File: src/rtl/pc_pkg.sv
// Shared defaults and next-PC select encoding for the fetch-address generator.
package pc_pkg;
  localparam int          PC_XLEN_DEF      = 32;
  localparam int unsigned PC_INC_DEF       = 4;
  localparam int unsigned PC_RESET_VEC_DEF = 0;
  localparam int          RAS_DEPTH_DEF    = 4;

  typedef enum logic [1:0] {
    SEL_SEQ   = 2'd0,
    SEL_REDIR = 2'd1,
    SEL_RAS   = 2'd2,
    SEL_PEND  = 2'd3
  } pc_sel_e;
endpackage

File: src/rtl/pc_gen_ras_stack.sv
// Circular return-address stack: push/pop pointer, saturating count, registered ovf/unf pulses.
module ras_stack #(
  parameter int XLEN      = 32,
  parameter int RAS_DEPTH = 4
) (
  input  logic            clk_i,
  input  logic            rst_i,
  input  logic            clr_i,
  input  logic            push_i,
  input  logic            pop_i,
  input  logic [XLEN-1:0] link_i,
  output logic [XLEN-1:0] top_o,
  output logic            empty_o,
  output logic            full_o,
  output logic            ovf_o,
  output logic            unf_o
);
  localparam int PW = $clog2(RAS_DEPTH);
  localparam logic [PW:0] CNT_MAX = (PW+1)'(RAS_DEPTH);

  logic [RAS_DEPTH-1:0][XLEN-1:0] ent;
  logic [PW-1:0]                  ptr, ptr_m1;
  logic [PW:0]                    cnt;

  assign ptr_m1  = ptr - 1'b1;
  assign empty_o = (cnt == '0);
  assign full_o  = (cnt == CNT_MAX);
  assign top_o   = empty_o ? '0 : ent[ptr_m1];

  always_ff @(posedge clk_i or negedge rst_i) begin
    if (!rst_i) begin
      ent   <= '0;
      ptr   <= '0;
      cnt   <= '0;
      ovf_o <= 1'b0;
      unf_o <= 1'b0;
    end else if (clr_i) begin
      ent   <= '0;
      ptr   <= '0;
      cnt   <= '0;
      ovf_o <= 1'b0;
      unf_o <= 1'b0;
    end else begin
      ovf_o <= push_i && !pop_i && full_o;
      unf_o <= pop_i && empty_o;
      if (push_i && pop_i && !empty_o) begin
        // call+return in one cycle: swap the top in place, depth unchanged
        ent[ptr_m1] <= link_i;
      end else if (push_i) begin
        ent[ptr] <= link_i;
        ptr      <= ptr + 1'b1;
        if (!full_o) cnt <= cnt + 1'b1;
      end else if (pop_i && !empty_o) begin
        ptr <= ptr_m1;
        cnt <= cnt - 1'b1;
      end
    end
  end
endmodule

File: src/rtl/pc_gen.sv
// Fetch PC generator: sequential/redirect/return/pending next-PC mux with stall-safe pending latch.
module pc_gen
  import pc_pkg::*;
#(
  parameter int          XLEN      = PC_XLEN_DEF,
  parameter int unsigned RESET_VEC = PC_RESET_VEC_DEF,
  parameter int unsigned INC       = PC_INC_DEF,
  parameter int          RAS_DEPTH = RAS_DEPTH_DEF
) (
  input  logic            clk_i,
  input  logic            rst_i,
  input  logic            start_i,
  input  logic            stall_i,
  input  logic            redirect_i,
  input  logic [XLEN-1:0] redirect_pc_i,
  input  logic            call_i,
  input  logic [XLEN-1:0] link_i,
  input  logic            ret_i,
  output logic [XLEN-1:0] pc_o,
  output logic [XLEN-1:0] ras_top_o,
  output logic            ras_empty_o,
  output logic            ras_full_o,
  output logic            ras_ovf_o,
  output logic            ras_unf_o
);
  logic            pend_vld;
  logic [XLEN-1:0] pend_pc;
  logic [XLEN-1:0] pc_nxt;
  logic            ras_hit;
  pc_sel_e         sel;

  ras_stack #(.XLEN(XLEN), .RAS_DEPTH(RAS_DEPTH)) u_ras (
    .clk_i   (clk_i),
    .rst_i   (rst_i),
    .clr_i   (!start_i),
    .push_i  (call_i),
    .pop_i   (ret_i),
    .link_i  (link_i),
    .top_o   (ras_top_o),
    .empty_o (ras_empty_o),
    .full_o  (ras_full_o),
    .ovf_o   (ras_ovf_o),
    .unf_o   (ras_unf_o)
  );

  assign ras_hit = ret_i && !ras_empty_o;

  always_comb begin
    sel = SEL_SEQ;
    if (redirect_i)    sel = SEL_REDIR;
    else if (ras_hit)  sel = SEL_RAS;
    else if (pend_vld) sel = SEL_PEND;
    case (sel)
      SEL_REDIR: pc_nxt = redirect_pc_i;
      SEL_RAS:   pc_nxt = ras_top_o;
      SEL_PEND:  pc_nxt = pend_pc;
      default:   pc_nxt = pc_o + XLEN'(INC);
    endcase
  end

  always_ff @(posedge clk_i or negedge rst_i) begin
    if (!rst_i) begin
      pc_o     <= XLEN'(RESET_VEC);
      pend_vld <= 1'b0;
      pend_pc  <= '0;
    end else if (!start_i) begin
      pc_o     <= XLEN'(RESET_VEC);
      pend_vld <= 1'b0;
      pend_pc  <= '0;
    end else if (stall_i) begin
      // hold the PC but remember the newest control-flow change for after the stall
      if (redirect_i) begin
        pend_pc  <= redirect_pc_i;
        pend_vld <= 1'b1;
      end else if (ras_hit) begin
        pend_pc  <= ras_top_o;
        pend_vld <= 1'b1;
      end
    end else begin
      pc_o     <= pc_nxt;
      pend_vld <= 1'b0;
    end
  end
endmodule

File: config.mk
export PLATFORM = sky130hd
export DESIGN_NAME = pc_gen
export DESIGN_NICKNAME = d
export VERILOG_FILES = /design/src/rtl/pc_pkg.sv /design/src/rtl/pc_gen_ras_stack.sv /design/src/rtl/pc_gen.sv
export SDC_FILE = /design/constraint.sdc
export NUM_CORES = 1
export LEC_CHECK = 0
export CAP_MARGIN = 20
export CORE_ASPECT_RATIO = 2
export CORE_MARGIN = 8
export CORE_UTILIZATION = 60
export CTS_CLUSTER_DIAMETER = 40
export DETAILED_ROUTE_END_ITERATION = 8
export GPL_ROUTABILITY_DRIVEN = 0
export PLACE_DENSITY = 0.86
export REMOVE_ABC_BUFFERS = 1
export SYNTH_ARGS = -nofsm -noshare
export SYNTH_HDL_FRONTEND = slang
export SYNTH_SLANG_ARGS = --single-unit
File: constraint.sdc
create_clock -name clk_i -period 5.2 [get_ports clk_i]
set_clock_uncertainty 0.15 [all_clocks]
set_input_delay 0.78 -clock clk_i [delete_from_list [all_inputs] [get_ports clk_i]]
set_output_delay 0.78 -clock clk_i [all_outputs]
set_load 0.02 [all_outputs]
==> flow_summary_export.csv <==
group,metric,value,unit
clocking,cts_root_buf,"clkbuf_16",
placement,portBuffers,138,
global_routing,grt_usage,30.8,%
timing,max_slew_margin,27.4,%
worst_hold_path,min_path_type,"input port to asynchronous set/reset pin",
placement,dpl_cell_area,0.0120,mm^2
drt,routedWlPerCell,24.0,um
synthesis,synthMostInstantiatedCell,"nand2_1",
synthesis,postSynthCellCount,1093,
power_and_ir_drop,powerDensity,462,mW/mm^2
setup_path,slowest_stage,"dfrtp_2",
clocking,clkTransAtPathRegs,0.07,ns
synthesis,synth_area_leaders,"dfrtp_1, nand2_1, o31ai_1",
setup_path,path_depth,6,
synthesis,synthTopCellsByCount,"nand2_1, dfrtp_1, o31ai_1, o21ai_0, clkbuf_1",
timing,fin_hold_ws,0.231,ns
timing,timing.setup.tns,0,ns
clocking,insertion_delay,0.45,ns
drt,postRouteAntennaNets,0,
setup_path,crit_chain,"inv_1, ha_1, buf_4, mux4_2, and2_1, clkdlybuf4s50_1",
layout,nets,1262,
setup_path,max_stage_delay,0.76,ns
floorplanning,fp.dieH,203,um
timing,rsz0062_at_grt,"no",
global_routing,grt_pass1_vias,9719,
global_routing,grt_start_max_net_pins,112,
drt,wl,33800,um
setup_path,cp_num_buf_inv,3,
clocking,tritoncts,"yes",
setup_path,cp-startpoint,"u_ras.ptr[0]",
synthesis,syn_area_per_cell,9.63,um^2
synthesis,yosysSeqAreaShare,47.5,%
setup_path,setup.worst_path.end_class,"primary output",
synthesis,synth.distinct_cells,66,
timing,post-route-period-util,82.1,%
synthesis,ys_ff_latch,200,
clocking,post_cts_buffers,0,
clocking,cts_inserted_buffers,17,
power_and_ir_drop,power,5.85,mW
floorplanning,io_pins,139,
power_and_ir_drop,peakVddDrop,0.282,mV
placement,dpl.hpwl,22700,um
synthesis,syn_area,0.0105,mm^2
outcome,status,"completed",
floorplanning,num_rows,68,
setup_path,r2r_end,"pc_o[8]",
drt,drtPass1Iterations,7,
synthesis,yosysWarnings,0,
global_routing,overflow,0,
setup_path,path_delay_family,"buffers and inverters",
timing,setup_viol,0,
power_and_ir_drop,leakagePower,5.27,nW
floorplanning,dieArea,0.0223,mm^2
clocking,ctsResizeCount,0,
global_routing,grt_antenna_before_repair,0,
synthesis,yosysTopAreaCellShare,47.5,%
run,drv_cap,0,
setup_path,start_kind,"flip-flop",
layout,diodes,0,
layout,stdcell_area,0.0127,mm^2
synthesis,synth_edf_count,0,
drt,via_count,9765,
placement,place_worst_setup_slack,1.37,ns
setup_path,critical_path_peak_fanout,33,
timing,maxSlewViolCount,0,
clocking,hold_buffers,0,
timing,fmax,234,MHz
setup_path,rr_startpoint,"u_ras.ptr[0]",
clocking,clockBufferDepth,2,
floorplanning,core,0.0173,mm^2
floorplanning,start_util,61.0,%
setup_path,reg2reg_depth,8,
synthesis,ys_async_sr_fraction,100,%
setup_path,cp-endpoint,"ras_top_o[31]",
setup_path,critical_path_class,"flip-flop to primary output",
global_routing,grt_pass1_wl,53500,um
clocking,htree_num_levels,4,
layout,area_delta_synth_final,20.2,%
drt,drc,0,
layout,drive_above_1_share,9.45,%
timing,fin_crit,4.27,ns
drt,via_per_inst,6.95,
floorplanning,die_w,110,um
timing,fin_ws,0.933,ns
drt,drt_iter0_drc,958,
synthesis,yosysTopAreaCell,"dfrtp_1",
clocking,clkSinkCount,200,
setup_path,cp_data_arrival_time,3.34,ns
timing,worst_slew_pin_slew,1.09,ns
timing,hold_viol,0,
setup_path,cp.required,4.27,ns
setup_path,r2r_slack,1.85,ns
synthesis,synth_ff_type,"dfrtp_1",
worst min path at each step:
stage,startpoint,to,cells after the start
final,rst_i,u_ras.ent[123],1
after floorplan,pend_pc[6],pend_pc[6],2
after detailed placement,u_ras.ent[10],u_ras.ent[10],2
after global placement,pend_pc[6],pend_pc[6],2
after CTS,rst_i,u_ras.ent[123],1
after global routing,rst_i,u_ras.ent[121],1
cell type report:
type,instances,area (um^2)
Sequential cell,200,5010
Timing Repair Buffer,160,1560
Fill cell,1178,4610
Multi-Input combinational cell,779,5100
Clock inverter,14,210
Inverter,25,93.8
Tap cell,210,263
Clock buffer,18,429
per-stage QoR:
step / cells / utilization (%)
3_3_place_gp: 1373 / 69.6
5_1_grt: 1406 / 73.3
6_report: 1406 / 73.3
4_1_cts: 1406 / 73.3
3_5_place_dp: 1374 / 69.6
2_1_floorplan: 1004 / -
state kept, by name, summed over array words and instances, names as in the netlist:
register / cells
pc_o: 32
pend_pc: 32
pend_vld: 1
u_ras.cnt: 3
u_ras.ent: 128
u_ras.ovf_o: 1
u_ras.ptr: 2
u_ras.unf_o: 1
layout by cell type (no fill, tap or decap), types with 9 or more instances in the layout:
cell type / count
o22ai_1: 9
a31oi_1: 17
a22oi_1: 22
and2_1: 32
nand2_1: 229
buf_4: 20
mux4_2: 32
dfrtp_1: 199
nor3_1: 15
o21ai_0: 93
nand4_1: 12
nor2_1: 27
a21oi_1: 37
nand3_1: 19
inv_1: 24
clkdlybuf4s50_1: 134
clkbuf_16: 17
o31ai_1: 97
kinds of logic after synthesis:
logic type | after synthesis | synth area share [%]
AND/OR/NAND/NOR | 378 | 16.4
AO/OA/AOI/OAI | 341 | 21.9
flip-flops | 200 | 47.5
buffers and inverters | 114 | 4.40
multiplexers | 47 | 8.32
adder cells (fa/ha/maj) | 10 | 1.21
XOR/XNOR | 3 | 0.250
report_power, final:
group,switching (mW),internal (mW),total [mW]
clock,0.645,0.822,1.47
combinational,1.43,0.909,2.33
sequential,0.246,1.80,2.05
routing by layer:
| metal | track usage [%] | routed length, um |
|---|---|---|
| met4 | 17.2 | 1840 |
| met5 | 0 | 0 |
| met2 | 50.5 | 17100 |
| met1 | 37.3 | 12000 |
| met3 | 4.93 | 2810 |
worst reg2reg max path, stage by stage (launching register included):
cell,delay [ns]
dfrtp_2,0.76
inv_1,0.19
ha_1,0.32
buf_4,0.41
mux4_2,0.40
nand2_1,0.13
o21ai_0,0.12
a2111oi_0,0.56
a2111oi_0,0.16
(Power assumes the default switching activity.)
